--- src/rtl/popr_stream_pkg.sv ---
// Shared definitions for the popr_stream primitive: FSM state encodings and defaults.
package popr_stream_pkg;

  typedef enum logic [1:0] {
    POPR_IDLE   = 2'd0,
    POPR_HEAD   = 2'd1,
    POPR_STREAM = 2'd2
  } popr_state_e;

  localparam int POPR_DEF_N     = 8;
  localparam int POPR_DEF_DEPTH = 2;

endpackage

--- src/rtl/popr_stream_fifo.sv ---
// Small skid FIFO carrying the stream tail; sOut is the entry at the read pointer.
module stream_fifo
  import popr_stream_pkg::*;
#(
  parameter int N     = POPR_DEF_N,
  parameter int DEPTH = POPR_DEF_DEPTH
) (
  input  logic         clk,
  input  logic         rst,
  input  logic         i_wr_en,
  input  logic [N-1:0] i_wr_data,
  input  logic         i_rd_en,
  output logic [N-1:0] o_rd_data,
  output logic         o_full,
  output logic         o_empty
);

  localparam int AW = $clog2(DEPTH);
  localparam logic [AW:0] FULL_CNT = (AW+1)'(DEPTH);

  logic [N-1:0]  r_mem [DEPTH];
  logic [AW-1:0] r_wr, r_rd;
  logic [AW:0]   r_cnt;

  // Pointers wrap naturally because DEPTH is a power of two.
  always_ff @(posedge clk) begin
    if (rst) begin
      r_wr  <= '0;
      r_rd  <= '0;
      r_cnt <= '0;
      for (int i = 0; i < DEPTH; i++) r_mem[i] <= '0;
    end else begin
      if (i_wr_en) begin
        r_mem[r_wr] <= i_wr_data;
        r_wr        <= r_wr + 1'b1;
      end
      if (i_rd_en) r_rd <= r_rd + 1'b1;
      case ({i_wr_en, i_rd_en})
        2'b10:   r_cnt <= r_cnt + 1'b1;
        2'b01:   r_cnt <= r_cnt - 1'b1;
        default: r_cnt <= r_cnt;
      endcase
    end
  end

  assign o_rd_data = r_mem[r_rd];
  assign o_full    = (r_cnt == FULL_CNT);
  assign o_empty   = (r_cnt == '0);

endmodule

--- src/rtl/popr_stream.sv ---
// Pops the head of a stream into dOut and forwards the remaining elements on sOut.
module popr_stream
  import popr_stream_pkg::*;
#(
  parameter int N          = POPR_DEF_N,
  parameter int SKID_DEPTH = POPR_DEF_DEPTH
) (
  input  logic         clk,
  input  logic         rst,
  input  logic         in_valid,
  output logic         in_ready,
  output logic         out_valid,
  input  logic         out_ready,
  input  logic [N-1:0] sIn,
  input  logic         sIn_valid,
  output logic         sIn_ready,
  output logic [N-1:0] dOut,
  output logic [N-1:0] sOut,
  output logic         sOut_valid,
  input  logic         sOut_ready
);

  popr_state_e r_state, w_state_nxt;
  logic        r_out_valid;
  logic [N-1:0] r_dout;
  logic        w_head_cap, w_fifo_wr, w_fifo_rd, w_fifo_full, w_fifo_empty;

  // Readies depend only on registered state (FSM, out_valid, FIFO count).
  always_comb begin
    w_state_nxt = r_state;
    in_ready    = 1'b0;
    sIn_ready   = 1'b0;
    w_head_cap  = 1'b0;
    w_fifo_wr   = 1'b0;
    case (r_state)
      POPR_IDLE: begin
        in_ready = 1'b1;
        if (in_valid) w_state_nxt = POPR_HEAD;
      end
      POPR_HEAD: begin
        sIn_ready = 1'b1;
        if (sIn_valid) begin
          w_head_cap  = 1'b1;
          w_state_nxt = POPR_STREAM;
        end
      end
      POPR_STREAM: begin
        sIn_ready = ~w_fifo_full;
        w_fifo_wr = sIn_valid & ~w_fifo_full;
        // Restart only once the previous head is consumed and the tail drained.
        in_ready  = ~r_out_valid & w_fifo_empty;
        if (in_valid & in_ready) w_state_nxt = POPR_HEAD;
      end
      default: w_state_nxt = POPR_IDLE;
    endcase
  end

  always_ff @(posedge clk) begin
    if (rst) begin
      r_state     <= POPR_IDLE;
      r_out_valid <= 1'b0;
      r_dout      <= '0;
    end else begin
      r_state <= w_state_nxt;
      if (w_head_cap) begin
        r_dout      <= sIn;
        r_out_valid <= 1'b1;
      end else if (r_out_valid & out_ready) begin
        r_out_valid <= 1'b0;
      end
    end
  end

  assign w_fifo_rd = sOut_valid & sOut_ready;

  stream_fifo #(.N(N), .DEPTH(SKID_DEPTH)) u_fifo (
    .clk       (clk),
    .rst       (rst),
    .i_wr_en   (w_fifo_wr),
    .i_wr_data (sIn),
    .i_rd_en   (w_fifo_rd),
    .o_rd_data (sOut),
    .o_full    (w_fifo_full),
    .o_empty   (w_fifo_empty)
  );

  assign sOut_valid = ~w_fifo_empty;
  assign out_valid  = r_out_valid;
  assign dOut       = r_dout;

endmodule

--- config.mk ---
export PLATFORM = sky130hd
export DESIGN_NAME = popr_stream
export DESIGN_NICKNAME = d
export VERILOG_FILES = /design/src/rtl/popr_stream_pkg.sv /design/src/rtl/popr_stream_fifo.sv /design/src/rtl/popr_stream.sv
export SDC_FILE = /design/constraint.sdc
export NUM_CORES = 1
export LEC_CHECK = 0
export CORE_MARGIN = 2
export CORE_UTILIZATION = 40
export CTS_CLUSTER_DIAMETER = 200
export DETAILED_ROUTE_END_ITERATION = 12
export MAX_ROUTING_LAYER = met4
export PLACE_DENSITY_LB_ADDON = 0.2
export SYNTH_ARGS = -nofsm -noshare
export SYNTH_HDL_FRONTEND = slang
export SYNTH_SLANG_ARGS = --single-unit
--- constraint.sdc ---
create_clock -name clk -period 3.52 [get_ports clk]
set_input_delay 0.704 -clock clk [delete_from_list [all_inputs] [get_ports clk]]
set_output_delay 0.704 -clock clk [all_outputs]
set_load 0.02 [all_outputs]
# Word level (Yosys, flattened, before mapping)
# Memory sizes are Yosys's and may differ from the RTL's. A register that Yosys moved wholly into a read port is not among the register bits.
# Index checks and enable logic that the tools add are counted.
[op_classes]
eq_ne = 8
reduce_logical = 6
bitwise = 8
shift = 0
mul = 0
div = 0
magnitude_cmp = 0
muxes = 22
n_addsub = 4
[op_table]
columns = ["operator", "count"]
rows = [
  ["1-bit two-way mux", 14],
  ["8-bit two-way mux", 1],
  ["8-bit OR reduction", 1],
  ["2-bit == test (second input constant)", 3],
  ["2-bit two-way mux", 3],
  ["2-bit != test (second input constant)", 3],
  ["2-bit case mux with 3 select lines", 1],
  ["1-bit bitwise AND", 5],
  ["2-bit by 1-bit == test with 1-bit output (second input constant)", 2],
  ["2-bit zero test", 2],
  ["1-bit case mux with 2 select lines", 2],
  ["2-bit case mux with 2 select lines", 1],
  ["2-bit nonzero test", 2],
  ["1-bit inverter", 3],
  ["3-bit AND reduction", 1],
  ["1-bit adder (second input constant)", 2],
  ["2-bit by 1-bit adder with 2-bit output (second input constant)", 1],
  ["2-bit by 1-bit subtractor with 2-bit output (second input constant)", 1],
]
[totals]
latch_bits = 0
romBits = 0
mem_bits_rw = 16
out_inout_bits = 20
inputBits = 14
reg_bits = 15
n_memories = 1
wordCells = 55
[memory_table]
columns = ["memory", "depth", "width", "read_ports", "rd_clocked_by_memory_dff", "write_ports", "line", "text"]
rows = [
  ["u_fifo.r_mem", 2, 8, 1, 1, 2, "popr_stream_fifo.sv:21", "logic [N-1:0] r_mem [DEPTH];"],
]

# Logic depth before layout (Yosys ltp)
[logic_depth]
depth_word = 9
mapped_depth = 8
depth_no_buf = 7

# By module
# A second synthesis with hierarchy kept.
[unflattened]
hier_cells = 143
hier_area_um2 = 1485.2
[modules_own_cells]
columns = ["module", "instances", "area_per_inst_um2", "seq_area_each_um2", "cells_each"]
rows = [
  ["stream_fifo", 1, 907.1, 580.6, 75],
  ["popr_stream", 1, 578.1, 220.2, 68],
]

# Worst setup path after synthesis
# No wires, ideal clock.
[synth_path]
path_type = "input to register"
from = "input sIn_valid"
to = "register u_fifo.r_cnt[1]"
stages = 5
arrival_time_ns = 1.730
setup_ns = 0.070
t_required_ns = 3.450
slack_ns = 1.720
n_path_buf = 1
path_cell_list = "buf_2 nand3_1 ha_1 or3_1 a21oi_1"
[synth_between]
elab_chain_len = 4
word_cells_on_any_way = 6
classes_between = "2 x eq/ne; 2 x mux; 1 x bitwise; 1 x reduce/logical"
[synth_lines]
columns = ["element", "line", "text"]
rows = [
  ["from (decl)", "popr_stream.sv:15", "input logic sIn_valid,"],
  ["1-bit bitwise AND *", "popr_stream.sv:49", "w_fifo_wr = sIn_valid & ~w_fifo_full;"],
  ["1-bit two-way mux *", "popr_stream.sv:35", "case (r_state)"],
  ["2-bit by 1-bit == test with 1-bit output / 2-bit == test (equally long branches)", "popr_stream_fifo.sv:38", "case ({i_wr_en, i_rd_en})"],
  ["2-bit case mux with 2 select lines / 2-bit nonzero test (equally long branches)", "-", ""],
  ["to (signal assigned)", "popr_stream_fifo.sv:39", "2'b10: r_cnt <= r_cnt + 1'b1;"],
  ["to (signal assigned)", "popr_stream_fifo.sv:40", "2'b01: r_cnt <= r_cnt - 1'b1;"],
  ["to (signal assigned)", "popr_stream_fifo.sv:41", "default: r_cnt <= r_cnt;"],
  ["to (decl)", "popr_stream_fifo.sv:23", "logic [AW:0] r_cnt;"],
]
# Every way passes the cells marked *; elsewhere a longest branch is shown, timed or not.
# A chain may end at the register's enable or synchronous reset.

# Worst setup path after layout
[layout_path]
from = "register r_state[0]"
to = "output sIn_ready"
[layout_between]
elab_chain_len = 2
word_cells_on_any_way = 3
classes_between = "2 x eq/ne; 1 x mux"
[layout_lines]
columns = ["element", "line", "text"]
rows = [
  ["from (decl)", "popr_stream.sv:23", "popr_state_e r_state, w_state_nxt;"],
  ["from (signal assigned)", "popr_stream.sv:64", "r_state <= w_state_nxt;"],
  ["2-bit == test / 2-bit by 1-bit == test with 1-bit output (equally long branches)", "popr_stream.sv:35", ""],
  ["1-bit case mux with 2 select lines *", "popr_stream.sv:35", ""],
  ["to (decl)", "popr_stream.sv:16", "output logic sIn_ready,"],
]
# Marks and branches as above.

==> metrics.txt <==
status=completed; post-CTS setup buffers=0; Slew headroom=49.3%; Reg2Reg Setup Slack=1580 ps; critical path type=reg2out; Worst R2R Start=r_state[0]; IO Pins=34; GRT Resource Usage Total=16.3%; Post-Route Skew=4.66 ps; syn_area_per_cell=10.6 sq um; Int Pwr=0.000772 W; prevailing post-synth register cell=edfxtp_1; Final ANT Viol Nets=0; EDFF count, synth=16; Worst VDD drop=0.361 mV; post-DP HPWL=2160 um; Worst Setup End Kind=output port; chip width=64.4 um; Reg power frac=41.8%; Max clock buf depth=2; worst skew pair latency=320 ps; gr ovfl total=0; Vias=1,120; Unique masters post-synth=30; Core ar.=3420 sq um; CP arrival=1970 ps; TritonRoute pass-1 iters=4; Post-CTS Resized=0; first-pass GRT wire length=5050 um; Initial Util=42.7%; CTS root buf=clkbuf_4; hold path start=dOut[7]; Hold Crit Class=reg2reg; clk slew on worst S/H paths=110 ps; Power Total=0.00114 W; nets=188; sequential area share after synthesis=54.8%; 1st-iter DRT viols=43; RSZ-0062 raised after global routing=false; FMAX=374 MHz; syn nets=156; CTS tree=done; max cap viols=0; pwr dens=604 nW/um^2; Die Span Y=64.4 um; initial antenna violation count=0; Max H-tree Level=2; cells on worst reg2reg path=4; drt drc=0; Fin. Hold Viols=0; Avg WL per Cell=13.8 um; fin crit period=2670 ps; final worst path period share=75.9%; pin count of the biggest net entering global routing=21; Sink Count=32; TritonCTS buffer count=5; pre-CTS WS=1020 ps; Die ar.=4150 sq um; final setup TNS=0 ps; Ys Warns=0; FF-to-FF End=u_fifo.r_mem[1][3]; Placer Congestion=0.752; worst-margin pin slew=758 ps; final setup fails=0; vias in the first global route=1,194; Netlist Area Pre-Place=1460 sq um; CTS Hold Buffers Added=0; number of synthesized register bits=32; row cnt=21; Final WS setup=848 ps; share of post-route cells with drive strength above 1=12.3%; Clock power frac=24.4%; Leakage=0.696 nW; P&R area growth vs syn=29.3%; Cells after Synth=138; ANT cells=0; total wire length=3000 um; maximum fanout along the worst path=8; Via density=5.16; Worst Hold End=dOut[7]; Post-synth ARST share=0%; Slew Limit Fails=0; worst hold path depth=2; Required @ worst endpoint=2820 ps; sw frac=32.4%; Worst Setup Start Kind=flop; Filler Cells Inserted=320; Comb power frac=33.8%; Sw Pwr=0.000370 W; Port Buffers=33
-- power groups by stage --
stage               Combinational, W  Clock [W]  Sequential, W
floorplan                   0.000242          0       0.000486
global placement            0.000380          0       0.000484
detailed placement          0.000387          0       0.000485
CTS                         0.000390   0.000284       0.000478
global route                0.000424   0.000298       0.000484
finish                      0.000386   0.000278       0.000477
-- cells in the final DEF, fill, tap and decap left out, drive strengths merged, types with 4 or more instances in the layout --
master / count
clkdlybuf4s50: 33
nor3: 16
dfxtp: 16
edfxtp: 16
a21oi: 12
inv: 11
nand3: 9
nand2: 9
mux2: 8
nand2b: 7
clkbuf: 5
nor2: 4
ha: 4
-- metal layers --
| metal | part of all wire [%] | vias to the layer above | global-route usage (%) |
|---|---|---|---|
| met4 | 0.47 | 0 | 8.24 |
| met1 | 43 | 538 | 18.4 |
| met2 | 52 | 29 | 27.3 |
| li1 | - | 551 | - |
| met5 | 0 | - | - |
| met3 | 4.3 | 2 | 3.30 |
-- sequential cells by signal (all words and copies together) (netlist names), named ones only --
register / flops
dOut: 8
r_state: 2
u_fifo.r_rd: 1
u_fifo.r_wr: 1
u_fifo.r_mem: 16
out_valid: 1
u_fifo.r_cnt: 2
-- cells in the mapped netlist (4+ instances only) --
library cell   n  area share (%)
nand3_1        9             3.1
nand2_1        9             2.3
nor3_1        16             5.5
buf_2          5             1.7
edfxtp_1      16              33
a21oi_1       12             4.1
inv_1         11             2.8
mux2_2         8             6.2
ha_1           4             3.4
dfxtp_1       16              22
nor2_1         4             1.0
nand2b_1       6             2.6
-- area by class of cell --
type                            count  area [sq um]  area share (%)
Inverter                           11          41.3            2.19
Tap cell                           46          57.6            3.05
Sequential cell                    32           801            42.4
Multi-Input combinational cell     86           571            30.2
Timing Repair Buffer               34           338            17.9
Clock inverter                      3          42.5            2.25
Clock buffer                        5          37.5            1.99
-- worst max-delay path by stage --
stage / startpoint / to
2_1_floorplan: sIn_valid / u_fifo.r_cnt[1]
3_3_place_gp: sIn_valid / u_fifo.r_mem[1][6]
3_5_place_dp: sIn_valid / u_fifo.r_mem[1][3]
4_1_cts: r_state[0] / sIn_ready
5_1_grt: r_state[1] / sIn_ready
6_report: r_state[0] / sIn_ready
-- per-stage QoR --
| stage | utilization (%) | instances | cell area [sq um] | hold slack, ps |
|---|---|---|---|---|
| 2_1_floorplan | - | 138 | 1460 | 469 |
| 3_3_place_gp | 52.9 | 209 | 1810 | 452 |
| 3_5_place_dp | 52.9 | 209 | 1810 | 451 |
| 4_1_cts | 55.3 | 217 | 1890 | 468 |
| 5_1_grt | 55.3 | 217 | 1890 | 497 |
| 6_report | 55.3 | 217 | 1890 | 466 |
-- cells by family (layout without fill, tap and decap cells) --
group	Yosys count	after routing	synth area share (%)
adders and majority gates	4	4	3.43
muxes	9	9	6.86
DFF	32	32	54.8
AOI/OAI and AO/OA	20	20	8.23
xor gates and xnor gates	3	3	1.80
and+or+nand+nor	50	50	18.8
buffers and inverters	20	53	6.08
-- worst max-delay path, stage by stage (launching register included) --
cell	delay, ps
dfxtp_1	330
inv_1	100
ha_1	360
a21oi_1	110
nor2b_1	130
clkdlybuf4s50_1	610
Power figures use the tool's default switching activity.
